$ cat src/rtl/arm_pkg.sv
// rtl/arm_pkg.sv - shared register-file sizing constants for the scoreboarded register file
package arm_pkg;

  localparam int REG_IDX_W  = 4;
  localparam int DEF_DATA_W = 32;
  localparam int DEF_ADDR_W = REG_IDX_W;
  localparam int DEF_N_RD   = 3;

  // True when an enabled write port targets the given register index.
  function automatic logic wr_hits(input logic en, input logic [REG_IDX_W-1:0] waddr,
                                   input logic [REG_IDX_W-1:0] raddr);
    return en && (waddr == raddr);
  endfunction

endpackage

$ cat src/rtl/sb_scoreboard.sv
// rtl/sb_scoreboard.sv - one busy bit per register: set by issue, cleared by writeback
module sb_scoreboard
  import arm_pkg::*;
#(
  parameter int ADDR_W = DEF_ADDR_W
) (
  input  logic                   clk,
  input  logic                   rst,
  input  logic                   iss_en,
  input  logic [ADDR_W-1:0]      iss_addr,
  input  logic                   wr0_en,
  input  logic [ADDR_W-1:0]      wr0_addr,
  input  logic                   wr1_en,
  input  logic [ADDR_W-1:0]      wr1_addr,
  output logic [2**ADDR_W-1:0]   busy
);

  localparam int DEPTH = 2 ** ADDR_W;

  logic [DEPTH-1:0] busy_q;
  logic [DEPTH-1:0] busy_d;

  // Issue is applied last so a new producer outranks a same-cycle writeback.
  always_comb begin
    busy_d = busy_q;
    if (wr0_en) busy_d[wr0_addr] = 1'b0;
    if (wr1_en) busy_d[wr1_addr] = 1'b0;
    if (iss_en) busy_d[iss_addr] = 1'b1;
  end

  always_ff @(posedge clk or posedge rst) begin
    if (rst) busy_q <= '0;
    else     busy_q <= busy_d;
  end

  assign busy = busy_q;

endmodule

$ cat src/rtl/sb_reg_file.sv
// rtl/sb_reg_file.sv - multi-read, dual-write register file with write-through bypass and busy scoreboard
module sb_reg_file
  import arm_pkg::*;
#(
  parameter int DATA_W = DEF_DATA_W,
  parameter int ADDR_W = DEF_ADDR_W,
  parameter int N_RD   = DEF_N_RD
) (
  input  logic                     clk,
  input  logic                     rst,
  input  logic [N_RD*ADDR_W-1:0]   rd_addr,
  output logic [N_RD*DATA_W-1:0]   rd_data,
  output logic [N_RD-1:0]          rd_busy,
  input  logic                     wr0_en,
  input  logic [ADDR_W-1:0]        wr0_addr,
  input  logic [DATA_W-1:0]        wr0_data,
  input  logic                     wr1_en,
  input  logic [ADDR_W-1:0]        wr1_addr,
  input  logic [DATA_W-1:0]        wr1_data,
  input  logic                     iss_en,
  input  logic [ADDR_W-1:0]        iss_addr,
  output logic                     stall
);

  localparam int DEPTH = 2 ** ADDR_W;

  logic [DATA_W-1:0] regs_q [DEPTH];
  logic [DATA_W-1:0] regs_d [DEPTH];
  logic [DEPTH-1:0]  busy;

  // Port 1 is applied after port 0 so it wins a same-address collision.
  always_comb begin
    regs_d = regs_q;
    if (wr0_en) regs_d[wr0_addr] = wr0_data;
    if (wr1_en) regs_d[wr1_addr] = wr1_data;
  end

  always_ff @(posedge clk or posedge rst) begin
    if (rst) begin
      for (int i = 0; i < DEPTH; i++) regs_q[i] <= '0;
    end else begin
      regs_q <= regs_d;
    end
  end

  sb_scoreboard #(.ADDR_W(ADDR_W)) u_scoreboard (
    .clk      (clk),
    .rst      (rst),
    .iss_en   (iss_en),
    .iss_addr (iss_addr),
    .wr0_en   (wr0_en),
    .wr0_addr (wr0_addr),
    .wr1_en   (wr1_en),
    .wr1_addr (wr1_addr),
    .busy     (busy)
  );

  for (genvar k = 0; k < N_RD; k++) begin : g_rd
    logic [ADDR_W-1:0] ra;
    logic              hit0;
    logic              hit1;

    assign ra   = rd_addr[k*ADDR_W +: ADDR_W];
    assign hit0 = wr0_en && (wr0_addr == ra);
    assign hit1 = wr1_en && (wr1_addr == ra);

    // A bypassed value is already available, so it never reports busy.
    assign rd_data[k*DATA_W +: DATA_W] = hit1 ? wr1_data : (hit0 ? wr0_data : regs_q[ra]);
    assign rd_busy[k] = busy[ra] & ~(hit0 | hit1);
  end

  assign stall = |rd_busy;

endmodule

$ cat config.mk
export PLATFORM = sky130hd
export DESIGN_NAME = sb_reg_file
export DESIGN_NICKNAME = d
export VERILOG_FILES = /design/src/rtl/arm_pkg.sv /design/src/rtl/sb_scoreboard.sv /design/src/rtl/sb_reg_file.sv
export SDC_FILE = /design/constraint.sdc
export NUM_CORES = 2
export LEC_CHECK = 0
export CAP_MARGIN = 20
export CORE_MARGIN = 2
export CORE_UTILIZATION = 56
export CTS_BUF_LIST = sky130_fd_sc_hd__clkbuf_16
export CTS_CLUSTER_SIZE = 30
export DETAILED_ROUTE_END_ITERATION = 7
export GPL_ROUTABILITY_DRIVEN = 0
export GPL_TIMING_DRIVEN = 0
export HOLD_SLACK_MARGIN = 0.1
export PLACE_DENSITY = 0.75
export SYNTH_ARGS = -nofsm -noshare
export SYNTH_HDL_FRONTEND = slang
export SYNTH_HIERARCHICAL = 1
export SYNTH_SLANG_ARGS = --single-unit
$ cat constraint.sdc
create_clock -name clk -period 16.6 [get_ports clk]
set_clock_uncertainty 0.15 [all_clocks]
set_input_delay 2.49 -clock clk [delete_from_list [all_inputs] [get_ports clk]]
set_output_delay 2.49 -clock clk [all_outputs]
set_load 0.005 [all_outputs]
# After elaboration in Yosys (flattened, before gate mapping)
# Cells that the tools add are included.
dict set report totals {
  reg_bits 528
  in_bits 93
  output_inout_bits 100
  elab_cells 108
}
dict set report op_classes {
  magnitude_cmp 16
  n_eq_ne 6
  muxes 38
  bitwise_logic 19
  n_reduce_logical 12
}
# op count
set op_table {}
lappend op_table {{bitwise mux 512 bit} 2}
lappend op_table {{2-to-1 mux 512 bit} 2}
lappend op_table {{2-to-1 mux 32 bit} 14}
lappend op_table {{binary-select mux 32 bit (select 4 bit)} 3}
lappend op_table {{demux 32 bit (select 4 bit)} 2}
lappend op_table {{2-to-1 mux 16 bit} 3}
lappend op_table {{AND 16 bit} 2}
lappend op_table {{NOT 16 bit} 2}
lappend op_table {{less-than comparator 4 x 5 -> 1 bit, second input constant} 6}
lappend op_table {{greater-or-equal comparator 5 bit, second input constant} 5}
lappend op_table {{NOT 4 -> 5 bit} 5}
lappend op_table {{== test 4 bit} 6}
lappend op_table {{bitwise OR 16 bit} 1}
lappend op_table {{binary-select mux 1 bit (select 4 bit)} 3}
lappend op_table {{demux 1 bit (select 4 bit)} 3}
lappend op_table {{greater-or-equal comparator 4 x 1 -> 1 bit, second input constant} 3}
lappend op_table {{logical AND 1 bit} 11}
lappend op_table {{less-than comparator 5 x 1 -> 1 bit, second input constant} 2}
lappend op_table {{2-to-1 mux 1 bit} 6}
lappend op_table {{AND 1 bit} 3}
lappend op_table {{NOT 1 bit} 3}
lappend op_table {{bitwise OR 1 bit} 3}
lappend op_table {{OR reduction 3 bit} 1}

# Depth between registers and ports, before layout
dict set report logic_depth {
  depth_word 11
  depth_mapped 8
  ltp_nobuf 5
}

# Cells and area by module
# The synthesis kept the hierarchy.
# mod instances cells_per_inst area_per_inst_um2 seq_area_each_um2
set by_module_without_submodules {}
lappend by_module_without_submodules {sb_reg_file 1 3278 37838.8 12812.3}
lappend by_module_without_submodules {sb_scoreboard 1 77 853.3 400.4}

# Worst setup path after synthesis
# OpenSTA, ideal clock, no wires.
dict set report synth_timing {
  kind {in2out}
  from {input port rd_addr[1]}
  to {output port rd_data[23]}
  arrival_ns 4.523
  required_time_ns 13.960
  slack_ns 9.437
  path_stages 7
  n_path_buf 3
  cell_sequence {buf_2 > buf_1 > buf_1 > mux4_2 > mux4_2 > nor3b_1 > a221o_1}
}
dict set report synth_via {
  elab_chain_len 6
  elab_cells_between_ends 10
  classes_between {eq/ne: 2; mux: 5; bitwise: 1; reduce/logical: 2}
}
# item line_no
set synth_lines {}
lappend synth_lines {{start, declared} sb_reg_file.sv:11} ;# input logic [N_RD*ADDR_W-1:0] rd_addr,
lappend synth_lines {{NOT 4 -> 5 bit (implied by the code)} sb_reg_file.sv:68} ;# assign rd_data[k*DATA_W +: DATA_W] = hit1 ? wr1_data : (hit0 ? wr0_data : regs_q[ra]);
lappend synth_lines {{binary-select mux 32 bit (select 4 bit)} sb_reg_file.sv:68}
lappend synth_lines {{2-to-1 mux 32 bit (implied by the code) (2 in series)} sb_reg_file.sv:68}
lappend synth_lines {{2-to-1 mux 32 bit} sb_reg_file.sv:68}
lappend synth_lines {{2-to-1 mux 32 bit (*)} sb_reg_file.sv:68}
lappend synth_lines {{end, declared} sb_reg_file.sv:12} ;# output logic [N_RD*DATA_W-1:0] rd_data,
# Mark *: on every way between the ends. The rest lies on a longest branch, timed or not. The select of a mux whose other input is x is not followed.

# Worst setup path after layout
dict set report layout_timing {
  from {input port rd_addr[2]}
  to {output port rd_data[24]}
}
# The elaborated chain is that of the path after synthesis.

==> results.sh <==
export IMPL_clkLatencyLatePin_ns=0.66
export IMPL_synth_flop_cell="dfrtp_1"
export IMPL_area_growth_pct=12.1
export IMPL_synthesis_area_sq_um=38700
export IMPL_dp_hpwl_mm=113
export IMPL_worstPathRequired_ns=13.96
export IMPL_preCtsSetupSlack_ns=7.28
export IMPL_switching_share=0.334
export IMPL_core_area_sq_um=68500
export IMPL_cts_tree="yes"
export IMPL_ir_drop_mv=0.0901
export IMPL_initial_core_util=0.565
export IMPL_rows=96
export IMPL_post_route_worst_setup_slack_ns=6.84
export IMPL_max_slew_margin=0.107
export IMPL_cts_sinks=528
export IMPL_postRouteAntennaNets=0
export IMPL_first_pass_iters=8
export IMPL_rsz0062_at_grt="false"
export IMPL_cp_end_kind="primary output"
export IMPL_drc=38
export IMPL_clk_path_buf_depth=3
export IMPL_grt_max_degree=42
export IMPL_timing_setup_tns_ns=0
export IMPL_placed_cell_area_sq_um=41400
export IMPL_cellLeakagePower_nw=17.2
export IMPL_drive_above_1_share=0.203
export IMPL_slowest_delay_ns=0.89
export IMPL_syn_nets=3448
export IMPL_nFillCells=5331
export IMPL_drt_initial_drc_count=6909
export IMPL_final_cell_area_sq_um=43400
export IMPL_routed_via_density=7.87
export IMPL_grt_pass1_wl_mm=234
export IMPL_min_period_ns=9.76
export IMPL_cp_max_fo=10
export IMPL_hold_path_class="reg -> reg"
export IMPL_critPathKind="in -> out"
export IMPL_r2r_slack_ns=15.54
export IMPL_post_cts_setup_buffer_count=0
export IMPL_drv_slew=0
export IMPL_cap_violations=0
export IMPL_power_mw=5.15
export IMPL_wl_per_cell_um=36.9
export IMPL_powerDensity_nw_per_um2=119
export IMPL_totalWireLength_mm=166
export IMPL_p_int_mw=3.43
export IMPL_outcome="complete, but fails checks"
export IMPL_holdBufCountCts=0
export IMPL_grt_pass1_vias=34400
export IMPL_synth_cells=3355
export IMPL_p_clk_frac=0.262
export IMPL_die_w_um=267
export IMPL_htree_levels=2
export IMPL_root_buffer="clkbuf_16"
export IMPL_die_area_sq_um=71200
export IMPL_finalSetupViolations=0
export IMPL_avgSynthCellArea_sq_um=11.5
export IMPL_path_cells="clkdlybuf4s50_1 > clkbuf_1 > xor2_1 > nor4_1 > clkbuf_1 > buf_1 > a221o_1 > clkdlybuf4s50_1"
export IMPL_cts_buffers=57
export IMPL_startpoint_type="input port"
export IMPL_crit_family="buffers and inverters"
export IMPL_grt_antenna_before_repair=14
export IMPL_hold_violations=0
export IMPL_fmax_mhz=102
export IMPL_cp_arrival_ns=7.12
export IMPL_die_height_um=267
export IMPL_period_share=0.588
export IMPL_async_flop_share=1.00
export IMPL_crit_buf_inv=5
export IMPL_synth_seq_area_share=0.341
export IMPL_holdWs_ns=0.395
export IMPL_ys_warn_count=6
export IMPL_clk_pin_slew_worst_paths_ns=0.06
export IMPL_cts_resized=0
export IMPL_power_frac_comb=0.356
export IMPL_crit_slowest_cell="buf_1"
export IMPL_grt_total_usage=0.464
export IMPL_ios=193
export IMPL_seq_power_share=0.382
export IMPL_overflow=0
export IMPL_final_nets=3655
export IMPL_synth_edf_count=0
export IMPL_violations="DRC"
export IMPL_vias=35400
export IMPL_port_buffers=118
export IMPL_ys_seq_elements=528
export IMPL_synth_cell_types=43
export IMPL_switchingPower_mw=1.72
export IMPL_worst_slew_pin_slew_ns=1.34
-- layout by cell type, fill, tap and decap left out, types with 14 or more instances in the layout --
cell type          n
a221o_1           96
o21ai_1           72
diode_2           16
buf_12            14
buf_1             71
nor2_1           333
xor2_1            18
nand2_1          215
clkbuf_1         261
mux2i_1          515
mux4_2           493
clkbuf_16         58
a21oi_1          320
nor3b_1           98
dfrtp_1          528
buf_6             22
buf_2             85
clkdlybuf4s50_1  118
o21ai_0          120
nand3_1           16
-- through the flow --
step / utilization / std cells
2_1_floorplan: - / 3355
3_3_place_gp: 0.599 / 4355
3_5_place_dp: 0.604 / 4378
4_1_cts: 0.631 / 4477
5_1_grt: 0.633 / 4489
6_report: 0.634 / 4500
-- worst paths after layout --
kind | startpoint | to | depth (start not counted)
hold / removal | u_scoreboard/busy[6]$_DFF_PP0_ | u_scoreboard/busy[6]$_DFF_PP0_ | 1
setup / recovery | rd_addr[2] | rd_data[24] | 8
max in group asynchronous | rst | regs_q[107]$_DFF_PP0_ | 5
setup reg to reg | regs_q[482]$_DFF_PP0_ | regs_q[482]$_DFF_PP0_ | 2
hold reg to reg | u_scoreboard/busy[6]$_DFF_PP0_ | u_scoreboard/busy[6]$_DFF_PP0_ | 1
min in group asynchronous | rst | u_scoreboard/busy[13]$_DFF_PP0_ | 2
-- state kept, by name, summed over array words and instances (netlist names) --
signal and flops:
regs_q 512, u_scoreboard/busy 16
-- cell families (layout without fill, tap and decap cells) --
| kind of cell | Yosys count | in the layout | synth area share |
|---|---|---|---|
| xor+xnor | 24 | 24 | 0.00543 |
| simple gates | 711 | 711 | 0.0839 |
| buf+inv | 445 | 692 | 0.0512 |
| compound gates | 638 | 638 | 0.0976 |
| flops | 528 | 528 | 0.341 |
| other cells | 0 | 16 | 0 |
| mux | 1009 | 1009 | 0.420 |
-- per-layer routing --
layer  vias to the layer above  GRT usage  share of wire
met5                         -     0.0672         0.0037
met4                        18      0.311          0.088
met3                      1128      0.244           0.18
met2                      3841      0.648           0.41
met1                     17200      0.549           0.32
li1                      13200          -              -
-- worst reg2reg max path, stage by stage, from the launching register on --
cell     delay, ns
dfrtp_1       0.43
mux2i_1       0.16
o21ai_0       0.12
-- Yosys cell counts (2+ instances only) --
cell,number,share of area
a22o_1,12,0.0027
a21oi_1,320,0.041
and2_1,2,0.00032
buf_1,71,0.0069
xnor2_1,6,0.0014
nor2b_1,9,0.0015
buf_2,85,0.011
inv_1,3,0.00029
nor4_1,5,0.00081
a32o_1,4,0.0010
nor3b_2,3,0.00097
a221o_1,96,0.025
xor2_1,18,0.0041
o21ai_1,72,0.0093
nor3b_1,99,0.019
clkbuf_1,261,0.025
buf_6,22,0.0064
nor3_1,6,0.00078
nor4_2,3,0.00097
or3_1,2,0.00032
and3_1,4,0.00065
dfrtp_1,528,0.34
nand3_1,16,0.0021
a22oi_1,12,0.0023
mux2i_1,515,0.13
nor2_1,333,0.032
mux4_2,493,0.29
nand2_1,215,0.021
nor2b_2,2,0.00045
and3b_1,4,0.00091
nand2b_1,2,0.00032
o21ai_0,120,0.016
buf_8,2,0.00078
-- power by group through the flow --
| stage | sequential, mW | clock, mW | combinational, mW |
|---|---|---|---|
| after floorplan | 1.85 | 0 | 1.23 |
| after global placement | 1.92 | 0 | 1.71 |
| after detailed placement | 1.95 | 0 | 1.76 |
| after CTS | 1.94 | 1.32 | 1.77 |
| after global routing | 2.00 | 1.37 | 1.90 |
| final | 1.97 | 1.35 | 1.83 |
-- area by class of cell --
cell class / count / area (sq um) / area share
clock buffers: 58 / 1450 / 0.0335
multi-input cells: 2382 / 23500 / 0.542
inverters: 3 / 15.0 / 0.000346
plain buffers: 442 / 1970 / 0.0454
clock inverters: 41 / 399 / 0.00920
well taps: 882 / 1100 / 0.0254
repair buffers: 148 / 1660 / 0.0384
diodes: 16 / 40.0 / 0.000923
flip-flops and latches: 528 / 13200 / 0.305
No activity file was read; power rests on OpenSTA's default activity.
